### config.mk
export PLATFORM = sky130hd
export DESIGN_NAME = ds1302_uart_fmt
export DESIGN_NICKNAME = d
export VERILOG_FILES = /design/src/rtl/ds1302_pkg.sv /design/src/rtl/ds1302_uart_fmt.sv
export SDC_FILE = /design/constraint.sdc
export NUM_CORES = 1
export LEC_CHECK = 0
export BUFFER_PORTS_ARGS = -buffer_cell sky130_fd_sc_hd__buf_4
export CAP_MARGIN = 20
export CORE_MARGIN = 5
export CORE_UTILIZATION = 40
export CTS_BUF_LIST = sky130_fd_sc_hd__clkbuf_4 sky130_fd_sc_hd__clkbuf_8
export CTS_CLUSTER_DIAMETER = 50
export CTS_CLUSTER_SIZE = 25
export DETAILED_ROUTE_END_ITERATION = 12
export GPL_ROUTABILITY_DRIVEN = 0
export PLACE_DENSITY = 0.63
export SYNTH_ARGS = -nofsm -noshare
export SYNTH_HDL_FRONTEND = slang
export SYNTH_SLANG_ARGS = --single-unit
### constraint.sdc
create_clock -name clk -period 2.5 [get_ports clk]
set_input_delay 0.25 -clock clk [delete_from_list [all_inputs] [get_ports clk]]
set_output_delay 0.25 -clock clk [all_outputs]
set_load 0.01 [all_outputs]
### src/rtl/ds1302_pkg.sv
// Shared constants, state encoding and character helpers for the DS1302 time-line formatter.
// The frame layout is "20YY-MM-DD W HH:MM:SS" + CR + LF (23 bytes).
package ds1302_pkg;

    localparam int         FRAME_LEN = 23;
    localparam logic [4:0] LAST_IDX  = 5'(FRAME_LEN - 1);

    typedef enum logic [1:0] {
        IDLE,
        SEND,
        WAIT_ACK,
        WAIT_DONE
    } state_t;

    localparam logic [7:0] ASCII_CR    = 8'h0D;
    localparam logic [7:0] ASCII_LF    = 8'h0A;
    localparam logic [7:0] ASCII_DASH  = 8'h2D;
    localparam logic [7:0] ASCII_COLON = 8'h3A;
    localparam logic [7:0] ASCII_SPACE = 8'h20;
    localparam logic [7:0] ASCII_QMARK = 8'h3F;
    localparam logic [7:0] ASCII_ZERO  = 8'h30;
    localparam logic [7:0] ASCII_TWO   = 8'h32;

    // Fields are stored already masked (CH bit, 12/24 bits, week high nibble stripped).
    typedef struct packed {
        logic [7:0] yea;
        logic [7:0] mon;
        logic [7:0] day;
        logic [7:0] wek;
        logic [7:0] hou;
        logic [7:0] min;
        logic [7:0] sec;
    } snapshot_t;

    function automatic logic [7:0] bcd_to_ascii(input logic [3:0] nibble);
        return (nibble > 4'd9) ? ASCII_QMARK : (ASCII_ZERO + {4'd0, nibble});
    endfunction

    function automatic logic [7:0] frame_char(input logic [4:0] idx, input snapshot_t snap);
        logic [7:0] ch;
        case (idx)
            5'd0:    ch = ASCII_TWO;
            5'd1:    ch = ASCII_ZERO;
            5'd2:    ch = bcd_to_ascii(snap.yea[7:4]);
            5'd3:    ch = bcd_to_ascii(snap.yea[3:0]);
            5'd4:    ch = ASCII_DASH;
            5'd5:    ch = bcd_to_ascii(snap.mon[7:4]);
            5'd6:    ch = bcd_to_ascii(snap.mon[3:0]);
            5'd7:    ch = ASCII_DASH;
            5'd8:    ch = bcd_to_ascii(snap.day[7:4]);
            5'd9:    ch = bcd_to_ascii(snap.day[3:0]);
            5'd10:   ch = ASCII_SPACE;
            5'd11:   ch = bcd_to_ascii(snap.wek[3:0]);
            5'd12:   ch = ASCII_SPACE;
            5'd13:   ch = bcd_to_ascii(snap.hou[7:4]);
            5'd14:   ch = bcd_to_ascii(snap.hou[3:0]);
            5'd15:   ch = ASCII_COLON;
            5'd16:   ch = bcd_to_ascii(snap.min[7:4]);
            5'd17:   ch = bcd_to_ascii(snap.min[3:0]);
            5'd18:   ch = ASCII_COLON;
            5'd19:   ch = bcd_to_ascii(snap.sec[7:4]);
            5'd20:   ch = bcd_to_ascii(snap.sec[3:0]);
            5'd21:   ch = ASCII_CR;
            5'd22:   ch = ASCII_LF;
            default: ch = 8'h00;
        endcase
        return ch;
    endfunction

endpackage

### src/rtl/ds1302_uart_fmt.sv
// Snapshots the DS1302 BCD time registers on a seconds change or request and streams
// the formatted ASCII line byte by byte into a UART transmitter via a pulse/busy handshake.
module ds1302_uart_fmt
    import ds1302_pkg::*;
#(
    parameter int CLK_FRE     = 50,
    parameter int ACK_TIMEOUT = 1000
) (
    input  logic        clk,
    input  logic        rst,
    input  logic [7:0]  sec_data,
    input  logic [7:0]  min_data,
    input  logic [7:0]  hou_data,
    input  logic [7:0]  day_data,
    input  logic [7:0]  mon_data,
    input  logic [7:0]  wek_data,
    input  logic [7:0]  yea_data,
    input  logic        print_req,
    output logic [7:0]  tx_data,
    output logic        tx_en,
    input  logic        tx_busy,
    output logic        frame_busy,
    output logic [15:0] frame_cnt,
    output logic        timeout_err
);

    localparam int               ACK_W    = $clog2(ACK_TIMEOUT + 1);
    localparam logic [ACK_W-1:0] ACK_LAST = ACK_W'(ACK_TIMEOUT - 1);

    if (CLK_FRE < 1 || ACK_TIMEOUT < 1) begin : g_bad_param
        $error("ds1302_uart_fmt: CLK_FRE and ACK_TIMEOUT must be positive");
    end

    state_t           state_q, state_d;
    logic [4:0]       idx_q, idx_d;
    snapshot_t        snap_q, snap_d;
    logic [6:0]       last_sec_q, last_sec_d;
    logic             pending_q, pending_d;
    logic             start_q, start_d;
    logic [7:0]       tx_data_q, tx_data_d;
    logic             tx_en_q, tx_en_d;
    logic             frame_busy_q, frame_busy_d;
    logic [15:0]      frame_cnt_q, frame_cnt_d;
    logic             timeout_err_q, timeout_err_d;
    logic [ACK_W-1:0] ack_cnt_q, ack_cnt_d;

    logic trigger;
    logic byte_done;

    assign trigger = (sec_data[6:0] != last_sec_q) || print_req;

    always_ff @(posedge clk) begin
        if (rst) begin
            state_q       <= IDLE;
            idx_q         <= 5'd0;
            snap_q        <= '0;
            last_sec_q    <= 7'h7F;
            pending_q     <= 1'b0;
            start_q       <= 1'b0;
            tx_data_q     <= 8'h00;
            tx_en_q       <= 1'b0;
            frame_busy_q  <= 1'b0;
            frame_cnt_q   <= 16'd0;
            timeout_err_q <= 1'b0;
            ack_cnt_q     <= '0;
        end else begin
            state_q       <= state_d;
            idx_q         <= idx_d;
            snap_q        <= snap_d;
            last_sec_q    <= last_sec_d;
            pending_q     <= pending_d;
            start_q       <= start_d;
            tx_data_q     <= tx_data_d;
            tx_en_q       <= tx_en_d;
            frame_busy_q  <= frame_busy_d;
            frame_cnt_q   <= frame_cnt_d;
            timeout_err_q <= timeout_err_d;
            ack_cnt_q     <= ack_cnt_d;
        end
    end

    always_comb begin
        state_d       = state_q;
        idx_d         = idx_q;
        snap_d        = snap_q;
        last_sec_d    = last_sec_q;
        pending_d     = pending_q;
        start_d       = start_q;
        tx_data_d     = tx_data_q;
        tx_en_d       = 1'b0;
        frame_busy_d  = frame_busy_q;
        frame_cnt_d   = frame_cnt_q;
        timeout_err_d = timeout_err_q;
        ack_cnt_d     = ack_cnt_q;
        byte_done     = 1'b0;

        // Any number of triggers during a frame collapse into one follow-up frame.
        if (frame_busy_q && trigger) begin
            pending_d = 1'b1;
        end

        case (state_q)
            IDLE: begin
                // Capture edge and SEND entry are one cycle apart, so the snapshot
                // is registered before the first character is selected from it.
                if (start_q) begin
                    start_d = 1'b0;
                    state_d = SEND;
                end else if (trigger || pending_q) begin
                    snap_d.yea   = yea_data;
                    snap_d.mon   = mon_data;
                    snap_d.day   = day_data;
                    snap_d.wek   = {4'h0, wek_data[3:0]};
                    snap_d.hou   = {2'b00, hou_data[5:0]};
                    snap_d.min   = min_data;
                    snap_d.sec   = {1'b0, sec_data[6:0]};
                    last_sec_d   = sec_data[6:0];
                    idx_d        = 5'd0;
                    frame_busy_d = 1'b1;
                    pending_d    = 1'b0;
                    start_d      = 1'b1;
                end
            end
            SEND: begin
                if (!tx_busy) begin
                    tx_data_d = frame_char(idx_q, snap_q);
                    tx_en_d   = 1'b1;
                    ack_cnt_d = '0;
                    state_d   = WAIT_ACK;
                end
            end
            WAIT_ACK: begin
                if (tx_busy) begin
                    state_d = WAIT_DONE;
                end else if (ack_cnt_q == ACK_LAST) begin
                    timeout_err_d = 1'b1;
                    byte_done     = 1'b1;
                end else begin
                    ack_cnt_d = ack_cnt_q + 1'b1;
                end
            end
            WAIT_DONE: begin
                if (!tx_busy) begin
                    byte_done = 1'b1;
                end
            end
            default: state_d = IDLE;
        endcase

        if (byte_done) begin
            if (idx_q == LAST_IDX) begin
                frame_cnt_d  = frame_cnt_q + 16'd1;
                frame_busy_d = 1'b0;
                state_d      = IDLE;
            end else begin
                idx_d   = idx_q + 5'd1;
                state_d = SEND;
            end
        end
    end

    assign tx_data     = tx_data_q;
    assign tx_en       = tx_en_q;
    assign frame_busy  = frame_busy_q;
    assign frame_cnt   = frame_cnt_q;
    assign timeout_err = timeout_err_q;

endmodule

==> results of run 1 <==
==> stage by stage <==
| stage | total power, mW | hold slack [ns] | utilization [%] | setup slack, ns |
|---|---|---|---|---|
| finish | 5.04 | 0.0994 | 48.2 | 0.188 |
| global route | 5.41 | 0.0971 | 48.2 | 0.0268 |
| CTS | 5.09 | 0.0845 | 48.1 | 0.0906 |
| detailed placement | 3.94 | 0.452 | 46.3 | 0.126 |
| global placement | 3.87 | 0.450 | 46.3 | 0.231 |
| floorplan | 3.40 | 0.367 | - | 0.288 |
==> Yosys cell counts (4+ instances only) <==
cell type  number
nor2b_1         5
nand4_1         6
o21a_1         12
nor3_1         11
o31ai_1         5
clkbuf_1       30
xnor2_1        14
dfxtp_1       100
inv_1          17
o22ai_1         9
nor2_1         46
or4bb_1         5
a21oi_1        90
xor2_1         10
or3_1           5
buf_2           5
a21o_1          5
ha_1           11
and3_1          6
or4_1           6
nand2_1       128
nand3_1        20
o21ai_0        11
a22oi_1         5
nor4_1          4
==> state kept, by name, indices dropped and copies added (netlist names), 2 cells and up <==
name        cells
state_q         2
snap_q         49
frame_cnt      16
last_sec_q      7
ack_cnt_q      10
tx_data         6
idx_q           5
==> routing by layer <==
| layer | GRT usage [%] | vias to the layer above | wire [µm] | share of wire [%] |
|---|---|---|---|---|
| met5 | 0 | - | 0 | 0 |
| met4 | 4.48 | 0 | 133 | 1.1 |
| met3 | 4.84 | 8 | 598 | 4.7 |
| met2 | 28.9 | 97 | 6100 | 48 |
| met1 | 21.5 | 2110 | 5810 | 46 |
| li1 | - | 2366 | - | - |
==> cells by family after synthesis <==
family | Yosys count | synth area share (%)
other | 1 | 0.0744
AO/OA/AOI/OAI | 174 | 21.9
flip-flops | 100 | 39.7
AND/OR/NAND/NOR | 269 | 26.6
buffers and inverters | 55 | 4.44
adder cells (fa/ha/maj) | 11 | 2.73
XOR/XNOR | 24 | 4.17
multiplexers | 2 | 0.397
==> worst min path at each step <==
stage,startpoint,end,cells after the start
2_1_floorplan,sec_data[0],last_sec_q[0],2
3_3_place_gp,snap_q[21],snap_q[21],2
6_report,sec_data[5],last_sec_q[5],3
5_1_grt,mon_data[4],snap_q[44],3
3_5_place_dp,snap_q[16],snap_q[16],2
4_1_cts,sec_data[5],last_sec_q[5],3
==> power by group <==
part | internal, mW | total, mW | switching [mW] | leakage [nW]
Clock | 0.612 | 1.15 | 0.538 | 0.113
Sequential | 1.94 | 2.24 | 0.300 | 0.819
Combinational | 0.619 | 1.66 | 1.04 | 1.37
Total | 3.17 | 5.04 | 1.88 | 2.31
==> worst reg2reg max path, stage by stage (launching register included) <==
cell and delay, ns:
dfxtp_1 0.41, inv_1 0.12, ha_1 0.32, or4bb_1 0.27
o22ai_1 0.10, a2111oi_0 0.67, and3_1 0.24, o21ai_0 0.07
==> cell type report <==
class,instances,area (µm²)
Clock buffer,12,153
Clock inverter,4,72.6
Fill cell,1251,6460
Inverter,17,63.8
Multi-Input combinational cell,482,2830
Sequential cell,100,2000
Tap cell,172,215
Timing Repair Buffer,87,666
==> results.yml, run 1 <==
critical_path:
  crit_required_ns: 2.76
  rr_endpoint: "tx_data[2]"
  critPathBufInv: 1
  rrSetupSlack_ns: 0.19
  r2r-start: "idx_q[0]"
  crit_chain: "inv_1, ha_1, or4bb_1, o22ai_1, a2111oi_0, and3_1, o21ai_0"
  slowest_delay_ns: 0.67
  cp_num_cells: 7
  endpoint_kind: "flip-flop"
  path_class: "reg2reg"
  rr_worst_depth: 7
  startpoint: "idx_q[0]"
  start_kind: "flip-flop"
  crit_family: "compound AO/OA/AOI/OAI gates"
  crit_end: "tx_data[2]"
  crit_slowest_cell: "a2111oi_0"
  critPathMaxFanout: 8
  worstPathArrival_ns: 2.58
power:
  peakVddDrop_mv: 0.741
  p_leak_nw: 2.31
  power.density_nw_per_um2: 840
synth:
  yosys.area.top_type: "dfxtp_1"
  yosys-top-cells-area: "dfxtp_1 40%, nand2_1 9.5%, a21oi_1 8.9%"
  synth_edf_count: 0
  synth_top_area_share_pct: 39.7
  avgSynthCellArea_um2: 7.93
  synth-async-reset-ratio_pct: 0
  synth-seq-cells: 100
  syn_area_um2: 5040
  syn_inst: 636
  synth.distinct_cells: 67
  synth_sequential_area_ratio_pct: 39.7
  yosys_most_used_dff: "dfxtp_1"
  ys_warn_count: 0
grt:
  track_usage_pct: 17.1
  grt_antenna_before_repair: 0
  grt_max_degree: 63
  grt_pass1_vias: 4401
  grt_first_pass_wirelength_mm: 20.8
  overflow: 0
cts:
  postCtsSetupBuffers: 0
  clock_latency_ns: 0.37
  cts-root-buf: "clkbuf_8"
  cts_tree: "built"
  cts_hold_buf: 0
  cts.sink_count: 100
  cts_buffers: 9
  htreeDepth: 3
  cts_resized: 0
  cts_max_path_buffers: 2
  clk_pin_slew_ns: 0.09
sta:
  maxSlewViolCount: 0
  tightest_slew_ns: 0.754
  finalCritPeriodShare_pct: 92.5
  fin_tns_setup_ns: 0
  hold_violations: 0
  grt_setup_unrepaired: "no"
  min_period_ns: 2.31
  relSlewSlack_pct: 49.7
  clock-skew-final_ns: 0.0130
  timing.fmax_mhz: 432
  setup_viol: 0
route:
  drt_iter0_drc: 299
  drtPass1Iterations: 5
  post_drt_wl_per_cell_um: 14.5
  wl_mm: 12.6
  vias_per_cell: 5.24
  ant_nets: 0
  num_vias: 4581
  drc: 0
place:
  placed_area_um2: 5780
  io_buffers: 77
  dp_hpwl_mm: 9.26
  dp.cells: 858
floorplanning:
  die_area_um2: 15000
  start_util_pct: 40.4
  fp.dieH_um: 122
  rows: 41
  die_w_um: 122
  core-area_um2: 12500
  ios: 87
min_path:
  holdCritPathClass: "in2reg"
layout:
  fin_cells: 874
  final_nets: 768
  area_growth_pct: 19.1
  final_common_cell: "nand2_1"
  num_antenna_cells: 0
  layout_common_cells: "128 x nand2_1, 100 x dfxtp_1, 90 x a21oi_1"
  design_area_um2: 6000
  drive_above_1_share_pct: 16.2
run:
  maxCapViolations: 0
run_status:
  status: "complete, no violations"
Note: power is estimated with default switching activity, not from simulation.
==> inputs of run 2 (changes only) <==
clock period = 2.8 ns   (was 2.5 ns; I/O delays follow)
==> results.yml, run 2 (synthesized netlist as in run 1, its figures left out) <==
run_status:
  status: "complete, no violations"
power:
  switching_share_pct: 38.6
  peakVddDrop_mv: 0.699
  finalPower_mw: 4.35
  p_leak_nw: 2.27
  p_int_mw: 2.67
  combPwrFrac_pct: 33.8
  pwr-share-clk_pct: 20.3
  p_switching_mw: 1.68
  power_frac_seq_pct: 46.0
  power.density_nw_per_um2: 732
layout:
  fillers: 1260
  multi_input_area_um2: 2830
  num_antenna_cells: 0
  regArea_um2: 2000
  largest_register_ffs: 49
  final_common_cell: "nand2_1"
  top_register: "snap_q"
  drive_above_1_share_pct: 15.6
  fin_cells: 870
  area_growth_pct: 17.7
  layout_common_cells: "128 x nand2_1, 100 x dfxtp_1, 90 x a21oi_1"
  final_nets: 764
  postLayoutCoreUtil_pct: 47.6
run:
  maxCapViolations: 0
critical_path:
  endpoint_kind: "flip-flop"
  rr_worst_depth: 7
  rrSetupSlack_ns: 0.31
  crit_required_ns: 3.11
  start_kind: "flip-flop"
  path_class: "reg2reg"
  worstPathArrival_ns: 2.80
  slowest_delay_ns: 0.54
  cp_num_cells: 7
  crit_slowest_cell: "or4_1"
  crit_chain: "inv_1, ha_1, nand4b_1, nor2_1, nand4_4, or4_1, a21oi_1"
  crit_family: "simple AND/OR/NAND/NOR gates"
  critPathBufInv: 1
  critPathMaxFanout: 13
floorplanning:
  ios: 87
  core-area_um2: 12500
  fp.dieH_um: 122
  start_util_pct: 40.4
  die_w_um: 122
  die_area_um2: 15000
  rows: 41
route:
  num_vias: 4643
  drc: 0
  vias_per_cell: 5.34
  post_drt_wl_per_cell_um: 14.7
  drtPass1Iterations: 5
  ant_nets: 0
  wl_mm: 12.8
  drt_iter0_drc: 335
sta:
  finalCritPeriodShare_pct: 89.0
  grt_setup_unrepaired: "no"
  timing.fmax_mhz: 401
  maxSlewViolCount: 0
  relSlewSlack_pct: 50.4
  fin_tns_setup_ns: 0
  holdWs_ns: 0.126
  hold_violations: 0
  tightest_slew_ns: 0.734
  setup_viol: 0
  clock-skew-final_ns: 0.0120
  min_period_ns: 2.49
place:
  io_buffers: 77
  dp_hpwl_mm: 9.41
  dp.cells: 854
cts:
  postCtsSetupBuffers: 0
  cts_max_path_buffers: 2
  clock_latency_ns: 0.38
  cts.sink_count: 100
  cts_resized: 0
  cts-root-buf: "clkbuf_8"
  htreeDepth: 3
  clk_pin_slew_ns: 0.09
  cts_hold_buf: 0
  cts_buffers: 9
  cts_tree: "built"
grt:
  track_usage_pct: 17.6
  grt_max_degree: 63
  grt_antenna_before_repair: 0
  grt_first_pass_wirelength_mm: 21.1
  grt_pass1_vias: 4480
  overflow: 0
min_path:
  holdPathStages: 3
  holdCritPathClass: "in2reg"
-- run 2: changes by cell type in the layout (fill, tap and decap cells not counted), sizes merged --
| cell | delta |
|---|---|
| clkinv | +1 |
| clkbuf | +1 |
| buf | -4 |
| bufinv | -2 |
-- run 2: worst reg2reg max path, delay by kind of cell, from the launching register on --
family | cells | cell delay (ns)
adders and majority gates | 1 | 0.45
buffers and inverters | 1 | 0.12
and+or+nand+nor | 4 | 1.36
DFF | 1 | 0.35
AOI/OAI and AO/OA | 1 | 0.15
-- run 2: through the flow --
stage / setup WS (ns) / area (µm²)
final: 0.308 / 5930
after global routing: 0.102 / 5930
after CTS: 0.303 / 5930
after detailed placement: 0.343 / 5750
after global placement: 0.419 / 5750
after floorplan: 0.588 / 5050
-- run 2: worst paths after layout --
check | from | endpoint
setup / recovery | idx_q[0] | frame_cnt[10]
hold / removal | sec_data[1] | last_sec_q[1]
setup reg to reg | idx_q[0] | frame_cnt[10]
hold reg to reg | snap_q[24] | snap_q[24]
-- run 2: routing by layer --
| layer | share of wire, % | up-vias | global-route usage, % |
|---|---|---|---|
| li1 | - | 2363 | - |
| met1 | 44 | 2142 | 21.7 |
| met2 | 48 | 111 | 29.3 |
| met3 | 5.0 | 27 | 5.02 |
| met4 | 2.3 | 0 | 6.44 |
| met5 | 0 | - | 0 |
-- run 2: cell type report --
type	instances	share of cell area [%]
Clock buffer	13	2.80
Multi-Input combinational cell	482	47.7
Clock inverter	3	0.358
Timing Repair Buffer	83	10.7
Sequential cell	100	33.7
Tap cell	172	3.63
Inverter	17	1.08
-- run 2: power by group through the flow --
| stage | Combinational [mW] | Clock [mW] | Sequential, mW |
|---|---|---|---|
| final | 1.47 | 0.881 | 2.00 |
| after global routing | 1.68 | 0.963 | 2.05 |
| after CTS | 1.49 | 0.912 | 2.00 |
| after detailed placement | 1.49 | 0 | 2.03 |
| after global placement | 1.44 | 0 | 2.01 |
| after floorplan | 1.08 | 0 | 1.96 |
